`src/rtl/spram_ctrl.sv`:
```
// spram_ctrl: initiator-side controller for a single-port block RAM.
// Converts a valid/ready request stream into RAM accesses. Read data returns
// through a 2-entry response buffer with valid/ready back-pressure. An optional
// zero-fill sweep runs over the whole RAM after reset.
module spram_ctrl #(
    parameter int A   = 6,
    parameter int D   = 32,
    parameter bit CLR = 1'b1
) (
    input  logic         clk,
    input  logic         rst,
    input  logic         req_valid,
    output logic         req_ready,
    input  logic         req_wnr,
    input  logic [A-1:0] req_addr,
    input  logic [D-1:0] req_wdata,
    output logic         resp_valid,
    input  logic         resp_ready,
    output logic [D-1:0] resp_rdata,
    output logic         busy,
    output logic         mem_en,
    output logic         mem_wnr,
    output logic [A-1:0] mem_addr,
    output logic [D-1:0] mem_wdata,
    input  logic [D-1:0] mem_rdata
);

    typedef enum logic {
        ST_INIT = 1'b0,
        ST_RUN  = 1'b1
    } state_t;

    localparam logic [A-1:0] CNT_ONE  = {{(A-1){1'b0}}, 1'b1};
    localparam logic [A-1:0] CNT_LAST = {A{1'b1}};

    state_t       state;
    logic [A-1:0] clr_cnt;
    logic         busy_q;

    // A read was issued last cycle; mem_rdata is meaningful this cycle only.
    logic         inflight;

    // Response buffer: two entries, head pointer, tail pointer, occupancy.
    logic [D-1:0] buf_q [2];
    logic         rd_ptr;
    logic         wr_ptr;
    logic [1:0]   count;

    logic         in_run;
    logic         in_init;
    logic         push;
    logic         pop;
    logic [2:0]   used;
    logic         credit_ok;
    logic         accept;
    logic         rd_accept;

    // Gating with rst keeps every output quiet while reset is held, even
    // though the state register already holds its post-reset value.
    assign in_run  = rst && (state == ST_RUN);
    assign in_init = rst && (state == ST_INIT);

    assign resp_valid = (count != 2'd0);
    assign resp_rdata = buf_q[rd_ptr];
    assign pop        = resp_valid && resp_ready;
    assign push       = inflight;

    // Read slots committed after this cycle's pop. Two slots exist (one read in
    // the RAM pipe, buffer entries), so a new read needs fewer than two in use.
    // pop can only be high when count >= 1, so this never underflows.
    assign used      = {2'b00, inflight} + {1'b0, count} - {2'b00, pop};
    assign credit_ok = (used < 3'd2);

    // Writes never produce a response, so they bypass the credit check.
    assign req_ready = in_run && (req_wnr || credit_ok);
    assign accept    = req_valid && req_ready;
    assign rd_accept = accept && !req_wnr;

    assign busy = busy_q;

    // RAM port mux: the sweep owns the port in INIT; accepted requests pass
    // through in RUN; otherwise every RAM input is held at zero.
    always_comb begin
        mem_en    = 1'b0;
        mem_wnr   = 1'b0;
        mem_addr  = '0;
        mem_wdata = '0;
        if (in_init) begin
            mem_en   = 1'b1;
            mem_wnr  = 1'b1;
            mem_addr = clr_cnt;
        end else if (accept) begin
            mem_en    = 1'b1;
            mem_wnr   = req_wnr;
            mem_addr  = req_addr;
            mem_wdata = req_wdata;
        end
    end

    // Control FSM: zero-fill sweep over every address, then RUN until reset.
    always_ff @(posedge clk or negedge rst) begin
        if (!rst) begin
            state   <= CLR ? ST_INIT : ST_RUN;
            clr_cnt <= '0;
            busy_q  <= CLR;
        end else begin
            case (state)
                ST_INIT: begin
                    clr_cnt <= clr_cnt + CNT_ONE;
                    if (clr_cnt == CNT_LAST) begin
                        state  <= ST_RUN;
                        busy_q <= 1'b0;
                    end
                end
                default: begin
                    state <= ST_RUN;
                end
            endcase
        end
    end

    // Track the read sitting in the RAM pipeline so its data is captured next cycle.
    always_ff @(posedge clk or negedge rst) begin
        if (!rst) begin
            inflight <= 1'b0;
        end else begin
            inflight <= rd_accept;
        end
    end

    // Response buffer: capture RAM data one cycle after a read, release on handshake.
    always_ff @(posedge clk or negedge rst) begin
        if (!rst) begin
            buf_q[0] <= '0;
            buf_q[1] <= '0;
            rd_ptr   <= 1'b0;
            wr_ptr   <= 1'b0;
            count    <= 2'd0;
        end else begin
            if (push) begin
                buf_q[wr_ptr] <= mem_rdata;
                wr_ptr        <= ~wr_ptr;
            end
            if (pop) begin
                rd_ptr <= ~rd_ptr;
            end
            case ({push, pop})
                2'b10:   count <= count + 2'd1;
                2'b01:   count <= count - 2'd1;
                default: count <= count;
            endcase
        end
    end

endmodule

```
`config.mk`:
```
export PLATFORM = sky130hd
export DESIGN_NAME = spram_ctrl
export DESIGN_NICKNAME = d
export VERILOG_FILES = /design/src/rtl/spram_ctrl.sv
export SDC_FILE = /design/constraint.sdc
export NUM_CORES = 1
export LEC_CHECK = 0
export BUFFER_PORTS_ARGS = -buffer_cell sky130_fd_sc_hd__buf_2
export CAP_MARGIN = 5
export CORE_UTILIZATION = 49
export DETAILED_ROUTE_END_ITERATION = 16
export HOLD_SLACK_MARGIN = 0.08
export PLACE_DENSITY_LB_ADDON = 0.12
export SETUP_SLACK_MARGIN = 0.2
export SLEW_MARGIN = 10
export SYNTH_ARGS = -nofsm -noshare
export SYNTH_HDL_FRONTEND = slang
export SYNTH_SLANG_ARGS = --single-unit
```
`constraint.sdc`:
```
create_clock -name clk -period 4.25 [get_ports clk]
set_clock_uncertainty 0.15 [all_clocks]
set_input_delay 0.85 -clock clk [delete_from_list [all_inputs] [get_ports clk]]
set_output_delay 0.85 -clock clk [all_outputs]
set_load 0.01 [all_outputs]
```
==> key figures, run 1 <==
Global route
  • Vias in the first global route: approximately 2500
  • Gr usage total: 18.7%
  • Initial antenna violation count: 0
  • GRT Residual Overflow: 0
  • First-pass GRT wire length: ~11000 um
  • Largest net degree at the start of global routing: 76

Worst setup path
  • Worst path max stage delay: 0.45 ns
  • Critical path class: reg2out
  • WP buf/inv: 2
  • CP Cell Sequence: or2_4 -> and2_4 -> ha_1 -> nand2b_1 -> fa_2 -> xnor2_2 -> a31o_4 -> buf_12 -> a22o_1 -> buf_2
  • Crit end category: output pin
  • CP top delay family: adder cells
  • Startpoint types: flop
  • Worst path depth: 10
  • Worst Reg2Reg Path Length in Cells: 8
  • Arrival time worst endpoint: 2.89 ns
  • CP max FO: 19
  • Critical Path RT: around 3.3 ns
  • Crit-path slowest cell: dfrtp_2

Yosys
  • Sequential element share of the synthesized area: 51.2%
  • Syn Area/Cell: about 14 um2
  • XOR/XNOR share of the synthesized area: under 10%
  • Synth Area in Adders: 1.53%
  • Top_reg_cell synth: dfrtp_1
  • EDFF count, synth: 0
  • Post-synth ARST share: 100%
  • Complex-gate fraction of the synthesized area: roughly 2.5%
  • Post-synthesis simple-gate area fraction: 9.84%
  • Syn nets: between 300 and 400
  • Syn Inst Count: ~270
  • Synth Cell Area: between 3000 and 4000 um2
  • Flops & latches, synth: 77
  • Largest family of logic cells by synthesized area: multiplexers
  • Mux cell area share after synthesis: between 20% and 30%
  • Synth unique cells: 34
  • Synth warn: 0

Route
  • Vias per Instance: 4.93
  • Vias after detailed routing: approximately 2600
  • Antenna Nets Post-Route: 0
  • Detailed Routing Iterations Pass 1: 4
  • Post-Route WL: 7520 um
  • Drt drc: 0
  • WL per Instance: roughly 14 um
  • DRT iter0 DRCs: 73

Floorplanning
  • # rows: 31
  • Die Width: roughly 90 um
  • Initial Util: between 50 and 60%
  • Chip height: roughly 90 um
  • I/O pin count: 150
  • Core area: ~7300 um2
  • Die area: 8040 um2

Placement
  • GPL Wtd Cong: 0.762
  • Port buffer count: 149
  • Post-DP HPWL: slightly above 5000 um
  • DP Area: between 4000 and 5000 um2

Timing
  • Hold Fails Final Rpt: 0
  • Final Max Slew Viols: 0
  • Tmin final: slightly below 4 ns
  • Final period utilization: about nine tenths
  • Slew @ Worst Pin: between 0.9 and 1 ns
  • Final count of negative-setup-slack endpoints: 0
  • TNS Setup: 0 ns
  • Worst rel slew slack: approximately a third
  • Fmax achieved: 0.257 GHz
  • RSZ-0062 raised after global routing: no

Layout
  • Final Net Count: just over 500
  • Area Overhead vs Synth: 27.8%
  • Ant diodes: 0
  • Post-route design area: ~4800 um2
  • Storage cell area: between 1500 and 2000 um2
  • Multi-input logic area: about 1700 um2
  • Share of layout cells above drive strength 1: between 60 and 70%
  • Fillers: around 580
  • Post-Route Utilization: about two thirds

Power and ir drop
  • Worst VDD drop: ~0.00026 V
  • Pwr dens: 379 nW/um2
  • P_leak: 2.55 nW

CTS
  • Sink Count: between 70 and 80
  • Clock latency on the worst-skew pair: about 0.34 ns
  • H-tree depth: 3
  • Root buffer cell: clkbuf_8
  • CTS Hold Bufs: 0
  • Reg clk slew, reported paths: ~0.080 ns
  • CTS tree: built
  • Num CTS Buffers: 9
  • CTS max path bufs: 2

Job
  • Maxcap violations: 0

Min path
  • Hold/Removal Path Class: in2async

Run status
  • Status: finished, final reports clean
power breakdown:
part           switching, mW  internal [mW]  leakage, nW
combinational          0.212          0.280         1.48
sequential            0.0626          0.763        0.976
clock                  0.274          0.232       0.0893
total                  0.549           1.28         2.55
metrics by stage:
step	setup slack (ns)	hold WS (ns)	std cells	power [mW]
after floorplan	0.692	0.304	274	1.13
after global placement	0.481	0.295	511	1.30
after detailed placement	0.448	0.305	511	1.31
after CTS	0.227	0.135	527	1.82
after global routing	0.238	0.133	529	1.93
final	0.360	0.153	529	1.82
path summary, 6_finish.rpt:
kind | from | end | slack, ns
setup / recovery | count[1] | mem_addr[1] | 0.36
hold / removal | rst | clr_cnt[2] | 0.15
setup reg to reg | count[1] | inflight | 1.89
hold reg to reg | busy | busy | 0.32
max in group asynchronous | rst | count[1] | 2.69
min in group clk | busy | busy | 0.32
what timing repair did:
action / CTS / global route
resized for setup: 0 / 7
setup buffers: 0 / 1
endpoints found under the setup margin: 0 / 38
flip-flops by register name (all words and copies together) (netlist names):
register,flops
wr_ptr,1
count,2
clr_cnt,6
buf_q,64
inflight,1
state,1
busy,1
rd_ptr,1
kinds of logic after synthesis:
logic type,count (synthesis)
AO/OA/AOI/OAI,12
buffers and inverters,19
multiplexers,97
adder cells (fa/ha/maj),4
flip-flops,77
AND/OR/NAND/NOR,54
XOR/XNOR,11
synthesized netlist by cell type, types with 2 or more instances:
library cell,n,area [um2]
mux2_2,92,1040
dfrtp_1,76,1900
and2_4,20,175
and2_1,14,87.6
xnor2_1,8,70.1
a22o_1,6,52.6
buf_2,6,30.0
nand2_1,6,22.5
mux2_1,5,56.3
inv_1,4,15.0
buf_4,3,22.5
ha_1,3,37.5
nand3_1,3,15.0
xor2_1,3,26.3
and3_1,2,12.5
buf_6,2,22.5
buf_8,2,30.0
clkbuf_1,2,7.51
nor2b_1,2,12.5
final cells by class:
cell class,instances,area share [%]
tap,99,2.57
sequential,77,40.1
clock buffer,10,2.86
inverter,4,0.312
multi-input combinational,178,36.1
clock inverter,6,0.962
timing repair buffer,155,17.1
cell usage in the layout (no fill, tap or decap), drive strengths merged, types with 2 or more instances in the layout:
| master | Yosys | routed |
|---|---|---|
| buf | 13 | 154 |
| ha | 3 | 3 |
| mux2 | 97 | 97 |
| xnor2 | 8 | 8 |
| xor2 | 3 | 3 |
| nand2 | 6 | 6 |
| nand3 | 3 | 3 |
| and2 | 34 | 34 |
| nor2b | 2 | 2 |
| clkbuf | 2 | 11 |
| and3 | 2 | 2 |
| dfrtp | 76 | 76 |
| nor2 | 2 | 2 |
| a22o | 6 | 6 |
| clkinv | 0 | 2 |
| clkinvlp | 0 | 2 |
| inv | 4 | 6 |
layer usage:
layer / track usage (%) / vias up / routed length (um) / share of wire [%]
li1: - / 1252 / - / -
met5: 0 / - / 0 / 0
met1: 22.0 / 1274 / 3260 / 43
met3: 5.03 / 11 / 437 / 5.8
met4: 8.23 / 0 / 113 / 1.5
met2: 32.2 / 73 / 3710 / 49
Power figures use the tool's default switching activity.
==> inputs of run 2 (changes only) <==
--- a/constraint.sdc
+++ b/constraint.sdc
@@ -3,3 +3,3 @@
 set_input_delay 0.85 -clock clk [delete_from_list [all_inputs] [get_ports clk]]
 set_output_delay 0.85 -clock clk [all_outputs]
-set_load 0.01 [all_outputs]
+set_load 0.1 [all_outputs]
==> run 2 against run 1 <==
  * Non-clock buffer count increased by 4
  * Global-route usage increased by 2.7 points
  * Setup slack got worse by 0.10 ns
  * Sequential cell count unchanged
  * Clock power increased by 15%
  * Hold slack about the same
  * Sequential share of layout area decreased by 5.6 points
  * Wire length increased by 12%
  * Sequential power decreased by 5.3%
  * Largest power group is now combinational cells
  * Critical endpoint is now mem_addr[5]
==> key figures, run 2 (synthesis gave the netlist of run 1 again) <==
CTS
  • CTS Hold Bufs: 0
  • Num CTS Buffers: 9
  • CTS tree: built
  • Reg clk slew, reported paths: approximately 0.070 ns
  • Root buffer cell: clkbuf_8
  • CTS max path bufs: 2
  • H-tree depth: 3
  • Clock latency on the worst-skew pair: 0.34 ns
  • Sink Count: 77

Floorplanning
  • Die area: 8040 um2
  • Core area: between 7000 and 8000 um2
  • Die Width: about 90 um
  • # rows: 31
  • Initial Util: 51.4%
  • I/O pin count: 150
  • Chip height: about 90 um

Timing
  • Fmax achieved: 0.251 GHz
  • Slew @ Worst Pin: approximately 0.99 ns
  • Hold Fails Final Rpt: 0
  • RSZ-0062 raised after global routing: no
  • Final count of negative-setup-slack endpoints: 0
  • Final worst setup slack: 0.259 ns
  • Final Max Slew Viols: 0
  • TNS Setup: 0 ns
  • Tmin final: 3.99 ns
  • Final period utilization: roughly 94%
  • Fin Hold WS: around 0.15 ns
  • Worst rel slew slack: roughly a third

Run status
  • Status: finished, final reports clean

Layout
  • Post-Route Utilization: about three quarters
  • Commonest cells after routing, fill and taps aside: buf_2, mux2_2, dfrtp_1, buf_12, and2_4
  • Most flops, register: buf_q
  • Non-filler cells, final: about 530
  • Fillers: about 480
  • Storage cell area: between 1500 and 2000 um2
  • Share of layout cells above drive strength 1: just over 70%
  • Final Net Count: just over 500
  • Largest regs: buf_q: 64 flops, clr_cnt: 6 flops, count: 2 flops
  • Post-route design area: 5590 um2
  • Area Overhead vs Synth: 48.6%
  • Max FFs per register: 64
  • Multi-input logic area: 1860 um2
  • Ant diodes: 0
  • Most common cell after layout, fill and taps aside: buf_2

Global route
  • GRT Residual Overflow: 0
  • Vias in the first global route: roughly 2500
  • Gr usage total: 21.4%
  • Largest net degree at the start of global routing: 75
  • First-pass GRT wire length: 12600 um
  • Initial antenna violation count: 0

Worst setup path
  • Most frequent CP cell: buf_12
  • WP buf/inv: 3
  • Startpoint types: flop
  • CP top delay family: adder cells
  • Worst path max stage delay: 0.40 ns
  • Arrival time worst endpoint: roughly 3.0 ns
  • Critical path class: reg2out
  • CP max FO: 8
  • CP Cell Sequence: or2_4 -> and2_4 -> ha_4 -> nand2b_4 -> fa_2 -> xnor2_2 -> a31o_2 -> buf_6 -> buf_12 -> a22o_4 -> buf_12
  • Critical Path RT: about 3.3 ns
  • Crit-path slowest cell: dfrtp_1
  • Crit end category: output pin

Placement
  • DP Cell Count: 512
  • Pre-CTS WS: 0.304 ns
  • Post-DP HPWL: around 5900 um
  • GPL Wtd Cong: between 0.7 and 0.8
  • Port buffer count: 149
  • DP Area: 5210 um2

Power and ir drop
  • Final Power: 2.60 mW
  • P_leak: 2.74 nW
  • Pwr dens: 466 nW/um2
  • Worst VDD drop: 0.000505 V

Route
  • Post-Route WL: roughly 8400 um
  • Antenna Nets Post-Route: 0
  • Vias after detailed routing: 2665
  • Drt drc: 0
  • DRT iter0 DRCs: 60
  • Vias per Instance: around 5.0
  • Detailed Routing Iterations Pass 1: 4
  • WL per Instance: approximately 16 um

Min path
  • Hold/Removal Path Class: in2async

Job
  • Maxcap violations: 0
run 2: cell types whose count changed in the layout (fill, tap and decap cells not counted), sizes merged:
cell	delta
buf	+3
bufbuf	+1
bufinv	+2
clkbuf	-1
inv	-2
run 2: path summary, 6_finish.rpt:
check,cells after the start,slack [ns],to,start
max,11,0.26,mem_addr[5],count[0]
min,1,0.15,state,rst
max reg2reg,8,1.89,inflight,count[0]
min reg2reg,1,0.31,busy,busy
max in group asynchronous,2,2.72,buf_q[16],rst
min in group clk,1,0.31,busy,busy
run 2: power by group:
group | switching (mW) | internal (mW)
combinational | 0.936 | 0.302
sequential | 0.0183 | 0.763
clock | 0.257 | 0.327
total | 1.21 | 1.39
run 2: final cells by class:
class | count | share of cell area, %
Multi-Input combinational cell | 178 | 33.2
Sequential cell | 77 | 34.5
Tap cell | 99 | 2.21
Clock buffer | 9 | 2.21
Timing Repair Buffer | 159 | 26.1
Clock inverter | 6 | 1.59
Inverter | 4 | 0.268
run 2: routing by layer:
layer	wire, um	part of all wire, %	vias to the layer above	GRT usage (%)
met1	3430	41	1306	25.0
met2	4320	51	77	37.4
met3	538	6.4	11	6.95
met5	0	0	-	0
li1	-	-	1271	-
met4	100	1.2	0	6.64
run 2: worst register-to-register path, stage by stage (launching register included):
cell      delay [ns]
dfrtp_1         0.40
or2_4           0.26
and2_4          0.16
ha_4            0.21
nand2b_4        0.14
fa_2            0.40
xnor2_2         0.15
nand2_1         0.18
nor3b_1         0.23
run 2: what timing repair did:
item | CTS | global route
gates resized for setup | 4 | 12
endpoints found under the hold margin | 0 | 0
setup endpoints to repair | 40 | 39
cloned | 1 | 1
buffers inserted | 3 | 0
pin swaps | 2 | 5
==> inputs of run 3 (changes only) <==
MAX_ROUTING_LAYER = met4   (was not set)
==> run 3 against run 2 <==
  * Setup slack better by 0.00076 ns
  * Fmax hardly changed
  * Power hardly changed
  * Sequential cell count stayed put
  * Critical path type unchanged
  * Combinational power hardly changed
  * Core utilization stayed put
  * Register-to-register slack hardly changed
  * First-iteration DRC count is 20% higher
  * Clock power hardly changed
  * Final cell count stayed put
  * Critical path depth stayed put
==> key figures, run 3 (synthesis gave the netlist of run 1 again) <==
Power and ir drop
  • Pwr dens: 465 nW/um2
  • P_leak: between 2 and 3 nW
  • Final Power: between 2 and 3 mW
  • Sw Share: 46.5%
  • Net switching power: roughly 1.2 mW
  • Sequential share of power: between 30% and 40%
  • Clock power share: 22.4%
  • Worst VDD drop: ~0.00051 V
  • Comb power frac: a little under half
  • Pint: 1.39 mW

Floorplanning
  • Initial Util: between 50% and 60%
  • Chip height: 89.7 um
  • Die Width: 89.7 um
  • # rows: 31
  • I/O pin count: 150
  • Die area: around 8000 um2
  • Core area: roughly 7300 um2

Worst setup path
  • Critical Path RT: ~3.3 ns
  • Crit-path slowest cell: dfrtp_1
  • Arrival time worst endpoint: approximately 3 ns
  • Most frequent CP cell: buf_12
  • Worst path max stage delay: around 0.4 ns
  • CP max FO: 8
  • Critical path class: reg2out
  • Startpoint types: flop
  • Crit end category: output pin
  • CP Cell Sequence: or2_4 -> and2_4 -> ha_4 -> nand2b_4 -> fa_2 -> xnor2_2 -> a31o_2 -> buf_6 -> buf_12 -> a22o_4 -> buf_12

CTS
  • Num CTS Buffers: 9
  • CTS tree: built
  • CTS Hold Bufs: 0
  • Sink Count: 77
  • H-tree depth: 3
  • CTS max path bufs: 2
  • Root buffer cell: clkbuf_8
  • Clock latency on the worst-skew pair: 0.34 ns
  • Reg clk slew, reported paths: roughly 0.070 ns

Layout
  • Area Overhead vs Synth: 48.6%
  • Share of layout cells above drive strength 1: 72.7%
  • Largest regs: buf_q: 64 flops, clr_cnt: 6 flops, count: 2 flops
  • Final Net Count: 508
  • Max FFs per register: 64
  • Fillers: roughly 480
  • Ant diodes: 0
  • Storage cell area: 1930 um2
  • Multi-input logic area: approximately 1900 um2
  • Commonest cells after routing, fill and taps aside: buf_2, mux2_2, dfrtp_1, buf_12, and2_4
  • Most common cell after layout, fill and taps aside: buf_2
  • Most flops, register: buf_q

Global route
  • Gr usage total: 22.1%
  • GRT Residual Overflow: 0
  • Initial antenna violation count: 0
  • First-pass GRT wire length: approximately 13000 um
  • Largest net degree at the start of global routing: 75
  • Vias in the first global route: roughly 2500

Route
  • DRT iter0 DRCs: slightly above 70
  • Vias per Instance: between 5 and 6
  • Vias after detailed routing: about 2700
  • Detailed Routing Iterations Pass 1: 4
  • Antenna Nets Post-Route: 0
  • WL per Instance: 15.8 um
  • Drt drc: 0
  • Post-Route WL: approximately 8400 um

Placement
  • Port buffer count: about 150
  • GPL Wtd Cong: roughly 0.81
  • Post-DP HPWL: between 5000 and 6000 um

Timing
  • Tmin final: between 3 and 4 ns
  • Fin Hold WS: 0.153 ns
  • Final period utilization: 93.9%
  • Slew @ Worst Pin: 0.978 ns
  • Fmax achieved: between 0.2 and 0.3 GHz
  • TNS Setup: 0 ns
  • Final Max Slew Viols: 0
  • RSZ-0062 raised after global routing: no
  • Hold Fails Final Rpt: 0
  • Worst rel slew slack: roughly 35%
  • Final count of negative-setup-slack endpoints: 0

Min path
  • Hold/Removal Path Class: in2async

Job
  • Maxcap violations: 0

Run status
  • Status: finished, final reports clean
[run 3: cell counts in the layout (fill, tap and decap cells not counted)]
No cell type changed its count.
[run 3: routing by layer]
| metal | global-route usage, % | share of wire (%) | vias to the layer above |
|---|---|---|---|
| met4 | 6.64 | 0.64 | 0 |
| li1 | - | - | 1269 |
| met3 | 6.86 | 6.5 | 6 |
| met2 | 37.4 | 52 | 80 |
| met5 | - | 0 | - |
| met1 | 25.3 | 41 | 1307 |
[run 3: power groups by stage]
stage	clock network (mW)	registers, mW	logic (mW)
finish	0.584	0.782	1.24
detailed placement	0	0.805	1.18
floorplan	0	0.795	1.00
global placement	0	0.803	1.17
global route	0.630	0.787	1.29
CTS	0.598	0.781	1.21
[run 3: worst max-delay path: cells and delay by family, from the launching register on]
| kind | cells | cell delay [ns] |
|---|---|---|
| compound gates | 2 | 0.49 |
| simple gates | 3 | 0.56 |
| flops | 1 | 0.40 |
| buf+inv | 3 | 0.43 |
| fa+ha+maj | 2 | 0.61 |
| xor+xnor | 1 | 0.14 |
[run 3: final timing paths]
| kind | startpoint | end | slack, ns | cells after the start |
|---|---|---|---|---|
| setup / recovery | count[0] | mem_addr[5] | 0.26 | 11 |
| hold / removal | rst | state | 0.15 | 1 |
| setup reg to reg | count[0] | inflight | 1.89 | 8 |
| hold reg to reg | busy | busy | 0.31 | 1 |
| max in group asynchronous | rst | buf_q[16] | 2.73 | 2 |
| min in group clk | busy | busy | 0.31 | 1 |
[run 3: through the flow]
stage | cell area, um2 | worst slack [ns] | cells | util [%]
4_1_cts | 5490 | 0.142 | 531 | 74.8
3_3_place_gp | 5210 | 0.333 | 512 | 71.1
5_1_grt | 5590 | 0.174 | 532 | 76.3
2_1_floorplan | 3830 | 0.211 | 274 | -
3_5_place_dp | 5210 | 0.304 | 512 | 71.1
6_report | 5590 | 0.260 | 532 | 76.3
[run 3: timing repair]
action	in CTS	in global routing
gates cloned	1	1
gates resized for setup	4	12
setup endpoints to repair	40	39
pin swaps	2	5
setup buffers	3	0
[run 3: area by class of cell]
class                      count  area share, %
timing repair buffer         159           26.1
tap                           99           2.21
clock inverter                 6           1.59
clock buffer                   9           2.21
multi-input combinational    178           33.2
inverter                       4          0.268
sequential                    77           34.5
